<file path="src/rtl/dmem_arbiter.sv">
// rtl/dmem_arbiter.sv - round-robin two-port arbiter in front of a word-write-only data memory
//
// Purpose:
//   Shares one single-read/single-write data memory between the core LSU (m0)
//   and the DMA/debug port (m1). One access is in flight at a time. Byte
//   addresses become word indices, and partial stores are done as a
//   read-modify-write because the memory can only write whole words.
//
// Ports:
//   clk, rst                 clock; asynchronous active-high reset
//   mX_valid_i / mX_ready_o  request handshake (X = 0, 1); ready is combinational
//   mX_we_i                  1 = store, 0 = load
//   mX_addr_i                byte address (low log2(N/8) bits ignored)
//   mX_be_i                  store byte enables (ignored for loads)
//   mX_wdata_i               store data
//   mX_rvalid_o              one-cycle response pulse, no back-pressure
//   mX_rdata_o               load data with rvalid, 0 for stores
//   mem_we_o                 memory write enable
//   mem_raddr_o, mem_waddr_o memory read/write word indices
//   mem_wdata_o              memory write data
//   mem_rdata_i              memory read data, combinational from mem_raddr_o

module dmem_arbiter #(
    parameter int N = 32,
    parameter int A = 32
) (
    input  logic           clk,
    input  logic           rst,

    input  logic           m0_valid_i,
    output logic           m0_ready_o,
    input  logic           m0_we_i,
    input  logic [A-1:0]   m0_addr_i,
    input  logic [N/8-1:0] m0_be_i,
    input  logic [N-1:0]   m0_wdata_i,
    output logic           m0_rvalid_o,
    output logic [N-1:0]   m0_rdata_o,

    input  logic           m1_valid_i,
    output logic           m1_ready_o,
    input  logic           m1_we_i,
    input  logic [A-1:0]   m1_addr_i,
    input  logic [N/8-1:0] m1_be_i,
    input  logic [N-1:0]   m1_wdata_i,
    output logic           m1_rvalid_o,
    output logic [N-1:0]   m1_rdata_o,

    output logic           mem_we_o,
    output logic [A-1:0]   mem_raddr_o,
    output logic [A-1:0]   mem_waddr_o,
    output logic [N-1:0]   mem_wdata_o,
    input  logic [N-1:0]   mem_rdata_i
);

    localparam int BW  = N / 8;
    localparam int OFF = $clog2(BW);

    typedef enum logic [2:0] {
        S_IDLE,
        S_EXEC,
        S_RMW_RD,
        S_RMW_WR,
        S_RESP
    } state_t;

    state_t          state_q, state_d;
    logic            gnt_q, gnt_d;      // requester owning the current access
    logic            rr_q, rr_d;        // requester granted most recently
    logic            we_q, we_d;
    logic [A-1:0]    addr_q, addr_d;
    logic [BW-1:0]   be_q, be_d;
    logic [N-1:0]    wdata_q, wdata_d;
    logic [N-1:0]    merged_q, merged_d;
    logic [1:0]      rvalid_q, rvalid_d;
    logic [N-1:0]    rdata0_q, rdata0_d;
    logic [N-1:0]    rdata1_q, rdata1_d;

    logic            gnt_sel;
    logic            accept;
    logic            sel_we;
    logic [A-1:0]    sel_addr;
    logic [BW-1:0]   sel_be;
    logic [N-1:0]    sel_wdata;
    logic [A-1:0]    widx;
    logic            go_resp;
    logic [N-1:0]    resp_data;

    // On a tie the requester not granted last wins; rr_q resets to 1 so m0
    // takes the very first tie.
    always_comb begin
        gnt_sel = 1'b0;
        if (m0_valid_i && m1_valid_i) begin
            gnt_sel = ~rr_q;
        end else if (m1_valid_i) begin
            gnt_sel = 1'b1;
        end
    end

    // Ready is gated by rst so that every output is 0 while reset is held.
    assign accept     = (state_q == S_IDLE) && (m0_valid_i || m1_valid_i) && !rst;
    assign m0_ready_o = accept && !gnt_sel;
    assign m1_ready_o = accept &&  gnt_sel;

    always_comb begin
        if (gnt_sel) begin
            sel_we    = m1_we_i;
            sel_addr  = m1_addr_i;
            sel_be    = m1_be_i;
            sel_wdata = m1_wdata_i;
        end else begin
            sel_we    = m0_we_i;
            sel_addr  = m0_addr_i;
            sel_be    = m0_be_i;
            sel_wdata = m0_wdata_i;
        end
    end

    assign widx = addr_q >> OFF;

    always_comb begin
        state_d     = state_q;
        gnt_d       = gnt_q;
        rr_d        = rr_q;
        we_d        = we_q;
        addr_d      = addr_q;
        be_d        = be_q;
        wdata_d     = wdata_q;
        merged_d    = merged_q;
        rvalid_d    = 2'b00;
        rdata0_d    = '0;
        rdata1_d    = '0;
        mem_we_o    = 1'b0;
        mem_raddr_o = '0;
        mem_waddr_o = '0;
        mem_wdata_o = '0;
        go_resp     = 1'b0;
        resp_data   = '0;

        case (state_q)
            S_IDLE: begin
                if (accept) begin
                    gnt_d   = gnt_sel;
                    rr_d    = gnt_sel;
                    we_d    = sel_we;
                    addr_d  = sel_addr;
                    be_d    = sel_be;
                    wdata_d = sel_wdata;
                    if (!sel_we || (sel_be == '1)) begin
                        state_d = S_EXEC;
                    end else if (sel_be == '0) begin
                        // Nothing to write: complete straight away.
                        state_d = S_RESP;
                        go_resp = 1'b1;
                    end else begin
                        state_d = S_RMW_RD;
                    end
                end
            end

            S_EXEC: begin
                mem_raddr_o = widx;
                if (we_q) begin
                    mem_we_o    = 1'b1;
                    mem_waddr_o = widx;
                    mem_wdata_o = wdata_q;
                end else begin
                    resp_data = mem_rdata_i;
                end
                state_d = S_RESP;
                go_resp = 1'b1;
            end

            S_RMW_RD: begin
                mem_raddr_o = widx;
                for (int i = 0; i < BW; i++) begin
                    merged_d[8*i +: 8] = be_q[i] ? wdata_q[8*i +: 8] : mem_rdata_i[8*i +: 8];
                end
                state_d = S_RMW_WR;
            end

            S_RMW_WR: begin
                mem_we_o    = 1'b1;
                mem_waddr_o = widx;
                mem_wdata_o = merged_q;
                state_d     = S_RESP;
                go_resp     = 1'b1;
            end

            S_RESP: begin
                state_d = S_IDLE;
            end

            default: begin
                state_d = S_IDLE;
            end
        endcase

        // Response registers are loaded on entry to RESP so rvalid/rdata
        // come straight from flops during the RESP cycle.
        if (go_resp) begin
            if (gnt_d) begin
                rvalid_d[1] = 1'b1;
                rdata1_d    = resp_data;
            end else begin
                rvalid_d[0] = 1'b1;
                rdata0_d    = resp_data;
            end
        end
    end

    always_ff @(posedge clk or posedge rst) begin
        if (rst) begin
            state_q  <= S_IDLE;
            gnt_q    <= 1'b0;
            rr_q     <= 1'b1;
            we_q     <= 1'b0;
            addr_q   <= '0;
            be_q     <= '0;
            wdata_q  <= '0;
            merged_q <= '0;
            rvalid_q <= 2'b00;
            rdata0_q <= '0;
            rdata1_q <= '0;
        end else begin
            state_q  <= state_d;
            gnt_q    <= gnt_d;
            rr_q     <= rr_d;
            we_q     <= we_d;
            addr_q   <= addr_d;
            be_q     <= be_d;
            wdata_q  <= wdata_d;
            merged_q <= merged_d;
            rvalid_q <= rvalid_d;
            rdata0_q <= rdata0_d;
            rdata1_q <= rdata1_d;
        end
    end

    assign m0_rvalid_o = rvalid_q[0];
    assign m1_rvalid_o = rvalid_q[1];
    assign m0_rdata_o  = rdata0_q;
    assign m1_rdata_o  = rdata1_q;

endmodule

</file>
<file path="config.mk">
export PLATFORM = sky130hd
export DESIGN_NAME = dmem_arbiter
export DESIGN_NICKNAME = d
export VERILOG_FILES = /design/src/rtl/dmem_arbiter.sv
export SDC_FILE = /design/constraint.sdc
export NUM_CORES = 1
export LEC_CHECK = 0
export ABC_AREA = 1
export CAP_MARGIN = 10
export CELL_PAD_IN_SITES_DETAIL_PLACEMENT = 0
export CELL_PAD_IN_SITES_GLOBAL_PLACEMENT = 1
export CORE_MARGIN = 8
export CORE_UTILIZATION = 25
export DETAILED_ROUTE_END_ITERATION = 12
export GPL_TIMING_DRIVEN = 0
export PLACE_DENSITY_LB_ADDON = 0.1
export SLEW_MARGIN = 20
export SYNTH_ARGS = -nofsm -noshare
export SYNTH_HDL_FRONTEND = slang
export SYNTH_SLANG_ARGS = --single-unit
</file>
<file path="constraint.sdc">
create_clock -name clk -period 13.98 [get_ports clk]
set_input_delay 2.796 -clock clk [delete_from_list [all_inputs] [get_ports clk]]
set_output_delay 2.796 -clock clk [all_outputs]
set_load 0.01 [all_outputs]
</file>
==> reports/summary.txt <==
worst rel slew slack: 55.5%
total power: 2040 uW
CTS Hold Buffers Added: 0
Synth async-reset ratio: 100%
crit path max-delay cell type: clkdlybuf4s50_1
Total GRT Usage: 17.6%
leakage: 0.00511 uW
worst-margin pin slew: 0.668 ns
crit path capture: m0_ready_o
post-DR wirelength/cell: 19.5 um
grt ovf: 0
crit path capture type: primary output
Cell Chain, Critical Path: clkdlybuf4s50_1, inv_8, o21ai_1, nor2_4, nand2_1, inv_2, buf_2, clkdlybuf4s50_1
Synth Flop Type: dfrtp_1
pwr/cell area: 171 nW/um2
Initial Util: 25.3%
cells taking the most area after synthesis: dfrtp_1, nand2_1, o211ai_1
H-tree depth: 4
clk sinks: 170
Critical path origin: rst
crit path kind: in -> out
root buffer cell: clkbuf_16
fin nets: 1,404
Warnings, synthesis: 0
sequential share of power: 34.5%
CTS Buf Count: 17
fin cells: 1,634
R2R setup slack: 12.09 ns
via/cell ratio: 4.35
CP dominant cell by count: clkdlybuf4s50_1
I/O pins: 339
DRC Markers: 0
Slew Limit Fails: 0
Core Area: 29,600 um2
DP HPWL: 24,100 um
total negative slack: 0 ns
Post-DRT Antenna Nets: 0
Post-synth EDFFs: 0
FILL cells: 3,048
Inst Count DP: 1,601
worst skew pair latency: 0.43 ns
DR vias: 7,110
chip height: 189 um
width of the die: 189 um
path depth of the worst reg2reg path: 6
Area Overhead vs Synth: 59.0%
total iterations of the first detailed-routing run: 4
row count: 63
PortBufs: 330
cts repair resizes: 0
Fin. Hold Viols: 0
internal power: 1240 uW
status: finished clean
Post-Syn Instances: 877
Mapped Area: 7490 um2
CTS tree: done
Avg Cell Area, Syn: 8.54 um2
top-area cell type share of the netlist area: 56.4%
FF-to-FF End: m0_rdata_o[30]$_DFF_PP0_
Reg-to-Reg Start: state_q[1]$_DFFE_PP0P_
fmax: 121 MHz
switching power share of the total: 39.2%
initial DRC count: 362
RSZ-0062 raised after global routing: no
Req. time, crit path: 11.18 ns
die area: 35,800 um2
Tmin final: 8.25 ns
DRT Wirelength: 31,900 um
top cells by count, synth: nand2_1, dfrtp_1, nor2_1, inv_1, o211ai_1
maxcap violations: 0
top-count cell post-synth: nand2_1
Setup-failing EPs final: 0
Final Core Density: 40.3%
combinational cell fraction of total power: 42.2%
period utilization: 59.0%
Worst Hold Path Cells: 2
HP Class: reg -> reg
Worst setup SP type: input port
worst vdd ir: 0.0894 mV
total net switching power: 800 uW
Synth area leader: dfrtp_1
CTS max path bufs: 2
register area share after synthesis: 56.8%
Crit Path Max Fanout: 74
Yosys reg bits: 170
Max stage delay on crit path: 0.60 ns
Critical Path AT: 5.45 ns
first-pass GRT wire length: 48,100 um
largest net degree at the start of global routing: 99
Setup Fix Bufs, Post-CTS: 0
clock skew: 0.0241 ns
Final GP Congestion: 0.763
initial antenna violation count: 4
Synth cell types: 28
vias in the first global route: 7,636
layout cell share with drive strength beyond 1: 6.11%
Clock Pin Slew Worst Setup and Hold Paths: 0.07 ns
clock network fraction of total power: 23.3%
[worst min path at each step]
| stage | endpoint | startpoint | slack [ns] |
|---|---|---|---|
| 3_3_place_gp | rr_q$_DFFE_PP1P_ | rr_q$_DFFE_PP1P_ | 0.46 |
| 5_1_grt | rr_q$_DFFE_PP1P_ | rr_q$_DFFE_PP1P_ | 0.51 |
| 4_1_cts | rr_q$_DFFE_PP1P_ | rr_q$_DFFE_PP1P_ | 0.47 |
| 3_5_place_dp | rr_q$_DFFE_PP1P_ | rr_q$_DFFE_PP1P_ | 0.46 |
| 2_1_floorplan | rr_q$_DFFE_PP1P_ | rr_q$_DFFE_PP1P_ | 0.45 |
| 6_report | rr_q$_DFFE_PP1P_ | rr_q$_DFFE_PP1P_ | 0.47 |
[power groups by stage]
stage | sequential (uW) | clock [uW] | combinational, uW
2_1_floorplan | 719 | 0 | 454
3_3_place_gp | 712 | 0 | 875
3_5_place_dp | 712 | 0 | 878
4_1_cts | 704 | 492 | 882
5_1_grt | 721 | 507 | 961
6_report | 704 | 476 | 861
[final cells by class]
type / count / area, um2 / area share (%)
Antenna cell: 1 / 2.50 / 0.0210
Buffer: 59 / 278 / 2.33
Clock buffer: 17 / 425 / 3.57
Clock inverter: 15 / 154 / 1.29
Inverter: 114 / 435 / 3.66
Multi-Input combinational cell: 537 / 2540 / 21.3
Sequential cell: 170 / 4260 / 35.7
Tap cell: 390 / 488 / 4.10
Timing Repair Buffer: 331 / 3330 / 28.0
[cell usage in the layout, fill, tap and decap left out, drive strengths merged, types with 31 or more instances in the layout]
cell type      synthesis  routed
nand2                222     222
o211ai                92      92
o21ai                 38      38
dfrtp                169     169
clkdlybuf4s50          0     330
clkbuf                26      43
nor2                 136     136
inv                  114     121
o22ai                 31      31
buf                   33      34
[registers in the layout (all words and copies together) (netlist names)]
register,cells
m0_rdata_o,32
m1_rdata_o,32
merged_q,32
wdata_q,32
addr_q,30
be_q,4
state_q,3
rvalid_q,2
gnt_q,1
rr_q,1
we_q,1
[per-stage QoR]
step / hold WS, ns / cell area, um2 / worst slack, ns
finish: 0.472 / 11900 / 5.73
global route: 0.507 / 11900 / 5.44
CTS: 0.475 / 11900 / 5.66
detailed placement: 0.464 / 11300 / 5.66
global placement: 0.463 / 11300 / 0.0869
floorplan: 0.451 / 7500 / 3.63
[logic make-up (layout without fill, tap and decap cells)]
kind of cell,count (synthesis),in the layout,synth area share [%]
AOI/OAI and AO/OA,166,166,14.8
DFF,170,170,56.8
buffers and inverters,173,536,9.42
and+or+nand+nor,367,367,18.9
other,1,5,0.0501
[routing by layer]
layer / wire (um) / global-route usage, % / vias up
li1: - / - / 3502
met1: 14200 / 22.4 / 3340
met2: 14700 / 28.5 / 241
met3: 2710 / 6.71 / 21
met4: 308 / 2.98 / 6
met5: 35 / 0 / -
[critical path, delay by kind of cell]
kind	cells	cell delay [ns]
buffers and inverters	5	2.07
AOI/OAI and AO/OA	1	0.21
and+or+nand+nor	2	0.29
Note: power is estimated with default switching activity, not from simulation.
